[config.mk]
export PLATFORM = sky130hd
export DESIGN_NAME = sysbus_arbiter
export DESIGN_NICKNAME = d
export VERILOG_FILES = /design/src/rtl/sysbus_pkg.sv /design/src/rtl/rr_arbiter2.sv /design/src/rtl/sysbus_arbiter.sv
export SDC_FILE = /design/constraint.sdc
export NUM_CORES = 2
export LEC_CHECK = 0
export ABC_AREA = 1
export BUFFER_PORTS_ARGS = -buffer_cell sky130_fd_sc_hd__buf_4
export CORE_AREA = 3 3 538 540
export CTS_CLUSTER_DIAMETER = 100
export DETAILED_ROUTE_END_ITERATION = 10
export DIE_AREA = 0 0 541 543
export HOLD_SLACK_MARGIN = 0.15
export PLACE_DENSITY = 0.33
export SLEW_MARGIN = 20
export SYNTH_ARGS = -nofsm -noshare
export SYNTH_HDL_FRONTEND = slang
export SYNTH_SLANG_ARGS = --single-unit
[constraint.sdc]
create_clock -name clk -period 25.8 [get_ports clk]
set_input_delay 3.87 -clock clk [delete_from_list [all_inputs] [get_ports clk]]
set_output_delay 3.87 -clock clk [all_outputs]
set_load 0.005 [all_outputs]
[src/rtl/sysbus_pkg.sv]
// sysbus_pkg: shared Sysbus constants, tag fields and arbiter state encoding
package sysbus_pkg;

    localparam int SYSBUS_DATA_W     = 64;
    localparam int SYSBUS_TAG_W      = 13;
    localparam int SYSBUS_LINE_BYTES = 64;
    localparam int SYSBUS_BEATS      = SYSBUS_LINE_BYTES * 8 / SYSBUS_DATA_W;

    // tag = {rw, type, id}
    localparam int SYSBUS_RW_W   = 1;
    localparam int SYSBUS_TYPE_W = 4;
    localparam int SYSBUS_ID_W   = 8;

    localparam logic                     SYSBUS_WRITE  = 1'b0;
    localparam logic                     SYSBUS_READ   = 1'b1;
    localparam logic [SYSBUS_TYPE_W-1:0] SYSBUS_MEMORY = 4'h1;

    typedef enum logic [1:0] {
        IDLE  = 2'd0,
        ADDR  = 2'd1,
        WDATA = 2'd2,
        RDATA = 2'd3
    } arb_state_t;

endpackage

[src/rtl/rr_arbiter2.sv]
// rr_arbiter2: two-way round-robin arbiter, one-hot grant while advance is high
module rr_arbiter2 (
    input  logic       clk,
    input  logic       reset,
    input  logic [1:0] i_req,
    input  logic       i_advance,
    output logic [1:0] o_gnt
);

    // r_ptr names the port favoured on the next tie; it flips away from each winner
    logic r_ptr;

    // single requester always wins, a tie goes to the favoured port
    always_comb begin
        o_gnt[0] = i_advance & i_req[0] & (~i_req[1] | ~r_ptr);
        o_gnt[1] = i_advance & i_req[1] & (~i_req[0] | r_ptr);
    end

    // move the preference to the other port whenever a grant is issued
    always_ff @(posedge clk) begin
        if (reset)
            r_ptr <= 1'b0;
        else if (|o_gnt)
            r_ptr <= o_gnt[0];
    end

endmodule

[src/rtl/sysbus_arbiter.sv]
// sysbus_arbiter: shares one Sysbus master port between I-side (0) and D-side (1) line clients
module sysbus_arbiter
    import sysbus_pkg::*;
#(
    parameter int BUS_DATA_WIDTH = SYSBUS_DATA_W,
    parameter int BUS_TAG_WIDTH  = SYSBUS_TAG_W,
    parameter int LINE_BYTES     = SYSBUS_LINE_BYTES
) (
    input  logic                           clk,
    input  logic                           reset,
    input  logic [1:0]                     c_req_valid,
    input  logic [1:0]                     c_req_write,
    input  logic [1:0][63:0]               c_req_addr,
    input  logic [1:0][LINE_BYTES*8-1:0]   c_wline,
    output logic [1:0]                     c_gnt,
    output logic [1:0]                     c_resp_valid,
    output logic [BUS_DATA_WIDTH-1:0]      c_resp_data,
    output logic                           c_resp_last,
    output logic [1:0]                     c_done,
    output logic                           bus_reqcyc,
    output logic [BUS_DATA_WIDTH-1:0]      bus_req,
    output logic [BUS_TAG_WIDTH-1:0]       bus_reqtag,
    input  logic                           bus_reqack,
    input  logic                           bus_respcyc,
    input  logic [BUS_DATA_WIDTH-1:0]      bus_resp,
    input  logic [BUS_TAG_WIDTH-1:0]       bus_resptag,
    output logic                           bus_respack
);

    localparam int BEATS    = LINE_BYTES * 8 / BUS_DATA_WIDTH;
    localparam int BEAT_W   = $clog2(BEATS);
    localparam int OFFSET_W = $clog2(LINE_BYTES);

    arb_state_t                r_state;
    logic                      r_owner;
    logic                      r_write;
    logic [63-OFFSET_W:0]      r_addr;
    logic [LINE_BYTES*8-1:0]   r_line;
    logic [BEAT_W-1:0]         r_beat;

    logic [1:0]                w_gnt;
    logic                      w_last;
    logic                      w_on_req;
    logic                      w_wr_done;
    logic [1:0]                w_owner_mask;
    logic [BUS_TAG_WIDTH-1:0]  w_tag;
    logic                      w_unused;

    // response tags and sub-line address bits carry nothing this block needs
    assign w_unused = ^{bus_resptag, c_req_addr[0][OFFSET_W-1:0], c_req_addr[1][OFFSET_W-1:0]};

    rr_arbiter2 u_rr (
        .clk       (clk),
        .reset     (reset),
        .i_req     (c_req_valid),
        .i_advance (~reset && r_state == IDLE),
        .o_gnt     (w_gnt)
    );

    // bus and client outputs decode from state; gated by reset so a dying burst shows nothing
    always_comb begin
        w_last       = r_beat == BEAT_W'(BEATS - 1);
        w_on_req     = ~reset && (r_state == ADDR || r_state == WDATA);
        w_wr_done    = ~reset && r_state == WDATA && w_last;
        w_owner_mask = {r_owner, ~r_owner};
        w_tag        = BUS_TAG_WIDTH'({r_write ? SYSBUS_WRITE : SYSBUS_READ, SYSBUS_MEMORY, 8'h00});
        c_gnt        = w_gnt;
        bus_reqcyc   = w_on_req;
        bus_req      = !w_on_req ? '0 :
                       r_state == ADDR ? BUS_DATA_WIDTH'({r_addr, {OFFSET_W{1'b0}}}) :
                       r_line[BUS_DATA_WIDTH-1:0];
        bus_reqtag   = w_on_req ? w_tag : '0;
        bus_respack  = ~reset && r_state == RDATA && bus_respcyc;
        c_resp_valid = {2{bus_respack}} & w_owner_mask;
        c_resp_data  = bus_respack ? bus_resp : '0;
        c_resp_last  = bus_respack & w_last;
        c_done       = {2{c_resp_last | w_wr_done}} & w_owner_mask;
    end

    // transaction sequencer: latch on grant, address phase until ack, then stream the line
    always_ff @(posedge clk) begin
        if (reset) begin
            r_state <= IDLE;
            r_owner <= 1'b0;
            r_write <= 1'b0;
            r_beat  <= '0;
        end else begin
            unique case (r_state)
                IDLE: if (|w_gnt) begin
                    r_owner <= w_gnt[1];
                    r_write <= c_req_write[w_gnt[1]];
                    r_addr  <= c_req_addr[w_gnt[1]][63:OFFSET_W];
                    r_line  <= c_wline[w_gnt[1]];
                    r_state <= ADDR;
                end
                ADDR: if (bus_reqack) begin
                    r_beat  <= '0;
                    r_state <= r_write ? WDATA : RDATA;
                end
                WDATA: begin
                    r_beat  <= r_beat + 1'b1;
                    r_line  <= r_line >> BUS_DATA_WIDTH;
                    r_state <= w_last ? IDLE : WDATA;
                end
                RDATA: if (bus_respcyc) begin
                    r_beat  <= r_beat + 1'b1;
                    r_state <= w_last ? IDLE : RDATA;
                end
                default: r_state <= IDLE;
            endcase
        end
    end

endmodule
After elaboration in Yosys (flattened, before gate mapping):

Cells that the tools add are included.

* input port bits: 1237
* register bits after elaboration: 578
* output and inout port bits: 150
* logic and storage cells: 70

* equality and inequality tests: 7
* bitwise gates (word level): 15
* muxes and demuxes: 23
* reductions and logical operators: 16
* add/sub/neg operators: 1
* $lt $le $gt $ge: 1

Operators by type and width (number)
* 512-bit two-way mux: 3
* 512-bit one-hot mux with 2 select lines: 1
* 64-bit two-way mux: 5
* 13-bit two-way mux: 1
* 3-bit AND reduction: 4
* 2-bit two-way mux: 5
* 3-bit one-hot mux with 3 select lines: 1
* 2-bit one-hot mux with 4 select lines: 1
* 1-bit logical AND: 6
* 3-bit two-way mux: 2
* 1-bit bitwise AND: 5
* 1-bit inverter: 5
* 2-bit bitwise AND: 2
* 2-bit == test (second input constant): 2
* 1-bit two-way mux: 4
* 2-bit inequality test (second input constant): 2
* 3-bit by 1-bit adder with 3-bit output (second input constant): 1
* 3-bit == test (second input constant): 1
* 1-bit OR: 3
* 3-bit nonzero test: 1
* 2-bit by 1-bit == test with 1-bit output (second input constant): 1
* 2-bit zero test: 1
* 1-bit by 2-bit less-than comparator with 1-bit output (second input constant): 1
* 2-bit by 1-bit inequality test with 1-bit output (second input constant): 1
* 4 further kinds: 4

Logic depth before layout (Yosys ltp):

* depth after elaboration: 8
* gate-level depth with buffers: 11
* gate-level depth less buffers: 10

Modules after synthesis:

A second synthesis with hierarchy kept.

* cell total of the unflattened synthesis: 3421
* area total of the unflattened synthesis: 29565.9 um2

Modules (own cells, without submodules)
* sysbus_arbiter: instances 1, sequential area each 17256.6 um2, area each 29499.5 um2, cells each 3410
* rr_arbiter2: instances 1, sequential area each 20.0 um2, area each 66.3 um2, cells each 11

Worst setup path after synthesis:

Ideal clock, no wire load.

* path type: input to register
* start: in reset
* end: reg r_line[0], enable pin
* stages on the path: 7
* library setup time: 860 ps
* arrival: 14515 ps
* buffers on the path: 2
* required time: 24940 ps
* path slack: 10425 ps
* cells stage by stage: buf_4 -> nor2_4 -> nand3_4 -> buf_2 -> nand3_1 -> o21ai_0 -> inv_1

* longest elaborated chain between the ends: 7
* elaborated cells between the ends (all ways): 9
* classes of those cells: eq/ne (1); bitwise (5); reduce/logical (3)

Ends and longest elaborated chain
* start: declaration: line sysbus_arbiter.sv:10 `input logic reset,`
* 1-bit inverter (no source line) *
* 1-bit logical AND: line sysbus_arbiter.sv:56 `.i_advance (~reset && r_state == IDLE),`
* 1-bit bitwise AND, on equally long branches (2 in series): line rr_arbiter2.sv:15, rr_arbiter2.sv:16
* 2-bit OR reduction: line sysbus_arbiter.sv:89 `IDLE: if (|w_gnt) begin`
* 2-bit by 1-bit inequality test with 1-bit output (no source line)
* 3-bit AND reduction (no source line) *
* end signal: assignment: line sysbus_arbiter.sv:93 `r_line <= c_wline[w_gnt[1]];`
* end signal: assignment: line sysbus_arbiter.sv:102 `r_line <= r_line >> BUS_DATA_WIDTH;`
* end: declaration: line sysbus_arbiter.sv:38 `logic [LINE_BYTES*8-1:0] r_line;`

Mark *: on every way between the ends. The rest lies on a longest branch, timed or not.
A chain may end at the register's enable or synchronous reset.

Worst setup path in the final report:

* start: in reset
* end: out c_done[0]

* longest elaborated chain between the ends: 6
* elaborated cells between the ends (all ways): 8
* classes of those cells: bitwise (4); reduce/logical (4)

Ends and longest elaborated chain
* 1-bit inverter (no source line) *
* 1-bit logical AND (2 in series): line sysbus_arbiter.sv:73 `bus_respack = ~reset && r_state == RDATA && bus_respcyc;`
* 1-bit bitwise AND: line sysbus_arbiter.sv:76 `c_resp_last = bus_respack & w_last;`
* 1-bit OR *: line sysbus_arbiter.sv:77 `c_done = {2{c_resp_last | w_wr_done}} & w_owner_mask;`
* 2-bit bitwise AND *: line sysbus_arbiter.sv:77
* end: declaration: line sysbus_arbiter.sv:19 `output logic [1:0] c_done,`

Marks and branches as above.

==> qor.txt <==
Synth cell types - 20
1st-iter DRT viols - 2321
Worst Max-Slew Pin Slew - 1.12 ns
fin crit share - 36.4%
RSZ-0062 raised after global routing - no
CTS tree - yes
VDD IR max - 0.0583 mV
DP HPWL - 205 mm
drt wl/cell - 29.2 um
Nets - 5876
Filler Cell Count - 32699
Setup Skew - 0.0545 ns
pwr/cell area - 102 nW/um^2
commonest non-fill, non-tap cell in the layout - buf_4
setup bufs post-CTS - 0
Worst Setup Path Type - primary input to output pin
CP arrival - 5.51 ns
clk sink count - 578
Leak Pwr - 19.2 nW
pin count of the biggest net entering global routing - 135
row count - 196
Worst slew margin - 25.0%
core area - 285000 um^2
routability cong. - 0.903
DRC Markers - 0
I/O Buffers - 1350
final setup violation count - 0
I/O pins - 1387
share of cells above drive strength 1 - 32.6%
average size of a mapped cell - 8.66 um^2
GR Util All Layers - 16.2%
via-per-instance ratio - 3.71
Layout area overhead - 57.8%
DRT Pass-1 Iters - 5
clock buffer depth - 4
Hold Fails Final Rpt - 0
worst skew pair latency - 0.81 ns
CP peak stage delay - 0.53 ns
Die H - 543 um
hold endpoint - u_rr.r_ptr
outcome - finished clean
RR Startpoint - r_state[0]
global-route wire length before repair - 318 mm
Synth Instances - 3402
Critical Path Start Type - primary input
Worst path top cell family by delay - buffers and inverters
area leader, netlist - edfxtp_1
Reg clk slew, reported paths - 0.05 ns
CTS H-Tree Depth - 3
Worst Hold Class - flop to flop
vias in the first global route - 32408
post-synthesis sequential area ratio - 58.7%
max-slew violations - 0
Synth Warn # - 0
Crit Reg-Reg Endpoint - r_line[333]
Post-DRT Antenna Nets - 0
worst hold start - u_rr.r_ptr
Crit Path Max Fanout - 68
Max Cap Viol - 0
count of hold-fix buffers inserted at cts - 0
die width - 541 um
cells on worst reg2reg path - 11
highest clock rate - 0.107 GHz
CTS resizes - 0
cell mode on critical path - buf_4
CP Data Required Time - 21.93 ns
Die ar. - 294000 um^2
most frequent cells in the layout - 1396 x buf_4, 957 x a21oi_1, 755 x nand2_1
Detailed Route WL - 248 mm
vias - 31588
flop2flop setup slack - 20.31 ns
Cell Area, Synth - 29500 um^2
endpoint class of the critical path - output pin
CP max stage cell - buf_4
share of the synthesized area in the top cell type - 58.1%
Final TNS setup - 0 ns
CP Cell Sequence - buf_4 > inv_1 > nand3_2 > buf_4 > inv_1 > o21ai_0 > nor2_1 > buf_4
starting density of the core - 10.3%
initial antenna violation count - 298
synth top area cells - edfxtp_1 58%, a21oi_1 16%, nand2_1 9.6%
CP bufs+invs - 5
CTS buffer count - 92
Seq cells post-synth - 578
total congestion overflow - 0
worst hold margin - 0.502 ns
CTS root buffer - clkbuf_16
cell depth of the worst hold path - 2
shortest period the worst path allows - 9.38 ns
-- where the power goes --
part	internal, mW	total [mW]	switching, mW	leakage (nW)
combinational	0.511	1.82	1.31	12.5
sequential	1.54	1.69	0.141	5.36
clock	0.700	1.22	0.523	1.35
-- worst register-to-register path: stages (launching register included) --
cell and delay (ns):
dfxtp_1 0.36, inv_1 0.16, ha_1 0.22, inv_1 0.08, nor2_4 0.13, nand3_4 0.43
nand3_1 0.35, o21ai_0 0.27, inv_8 0.50, buf_4 0.76, buf_4 0.75, buf_4 1.02
-- kinds of logic (layout without fill, tap and decap cells) --
| logic type | count (synthesis) | count (layout) | synth area share [%] |
|---|---|---|---|
| and+or+nand+nor | 1426 | 1426 | 18.3 |
| AOI/OAI and AO/OA | 1035 | 1035 | 17.6 |
| DFF | 578 | 578 | 58.7 |
| buffers and inverters | 355 | 1644 | 5.17 |
| adders and majority gates | 7 | 7 | 0.297 |
| other | 1 | 60 | 0.0127 |
-- metal layers --
| metal | wire length, um | GRT usage (%) | share of wire [%] |
|---|---|---|---|
| met3 | 33300 | 9.69 | 13 |
| met2 | 100000 | 22.8 | 40 |
| met5 | 1500 | 0 | 0.60 |
| met4 | 6960 | 4.80 | 2.8 |
| met1 | 106000 | 20.3 | 43 |
-- cell usage after synthesis (all sizes together) --
master / number
nand2: 756
nor3: 1
o31ai: 2
nor2: 664
clkbuf: 167
edfxtp: 570
nand4: 1
nand3: 4
inv: 82
o21ai: 76
conb: 1
dfxtp: 8
ha: 7
a21oi: 957
buf: 106
-- through the flow --
step                      utilization (%)  setup slack (ns)  instances  cell area (um^2)  power, mW
after CTS                            16.3             16.37       8463             46400       4.86
after global placement               15.3             16.37       8300             43600       3.59
after floorplan                         -             10.43       3412             29500       2.76
after global routing                 16.3             16.28       8484             46400       5.05
after detailed placement             15.3             16.38       8300             43600       3.59
final                                16.3             16.42       8512             46500       4.73
-- flip-flops by register name, indices dropped and copies added (netlist names) --
register    count
r_beat          3
r_write         1
r_addr         58
u_rr.r_ptr      1
r_owner         1
r_line        512
r_state         2
-- area by class of cell --
type,count,area [um^2],area share [%]
timing repair buffer,1399,10500,22.7
antenna,49,123,0.264
clock buffer,113,2400,5.17
tap,3762,4710,10.1
sequential,578,17300,37.2
inverter,82,330,0.710
multi-input combinational,2479,10700,23.1
clock inverter,50,389,0.837
-- worst max path at each step --
stage               start   endpoint  cells after the start
global route        reset  c_done[0]                      8
finish              reset  c_done[0]                      8
detailed placement  reset   c_gnt[1]                      5
CTS                 reset   c_gnt[1]                      5
global placement    reset   c_gnt[1]                      5
floorplan           reset  r_line[0]                      7
No activity file was read; power rests on OpenSTA's default activity.
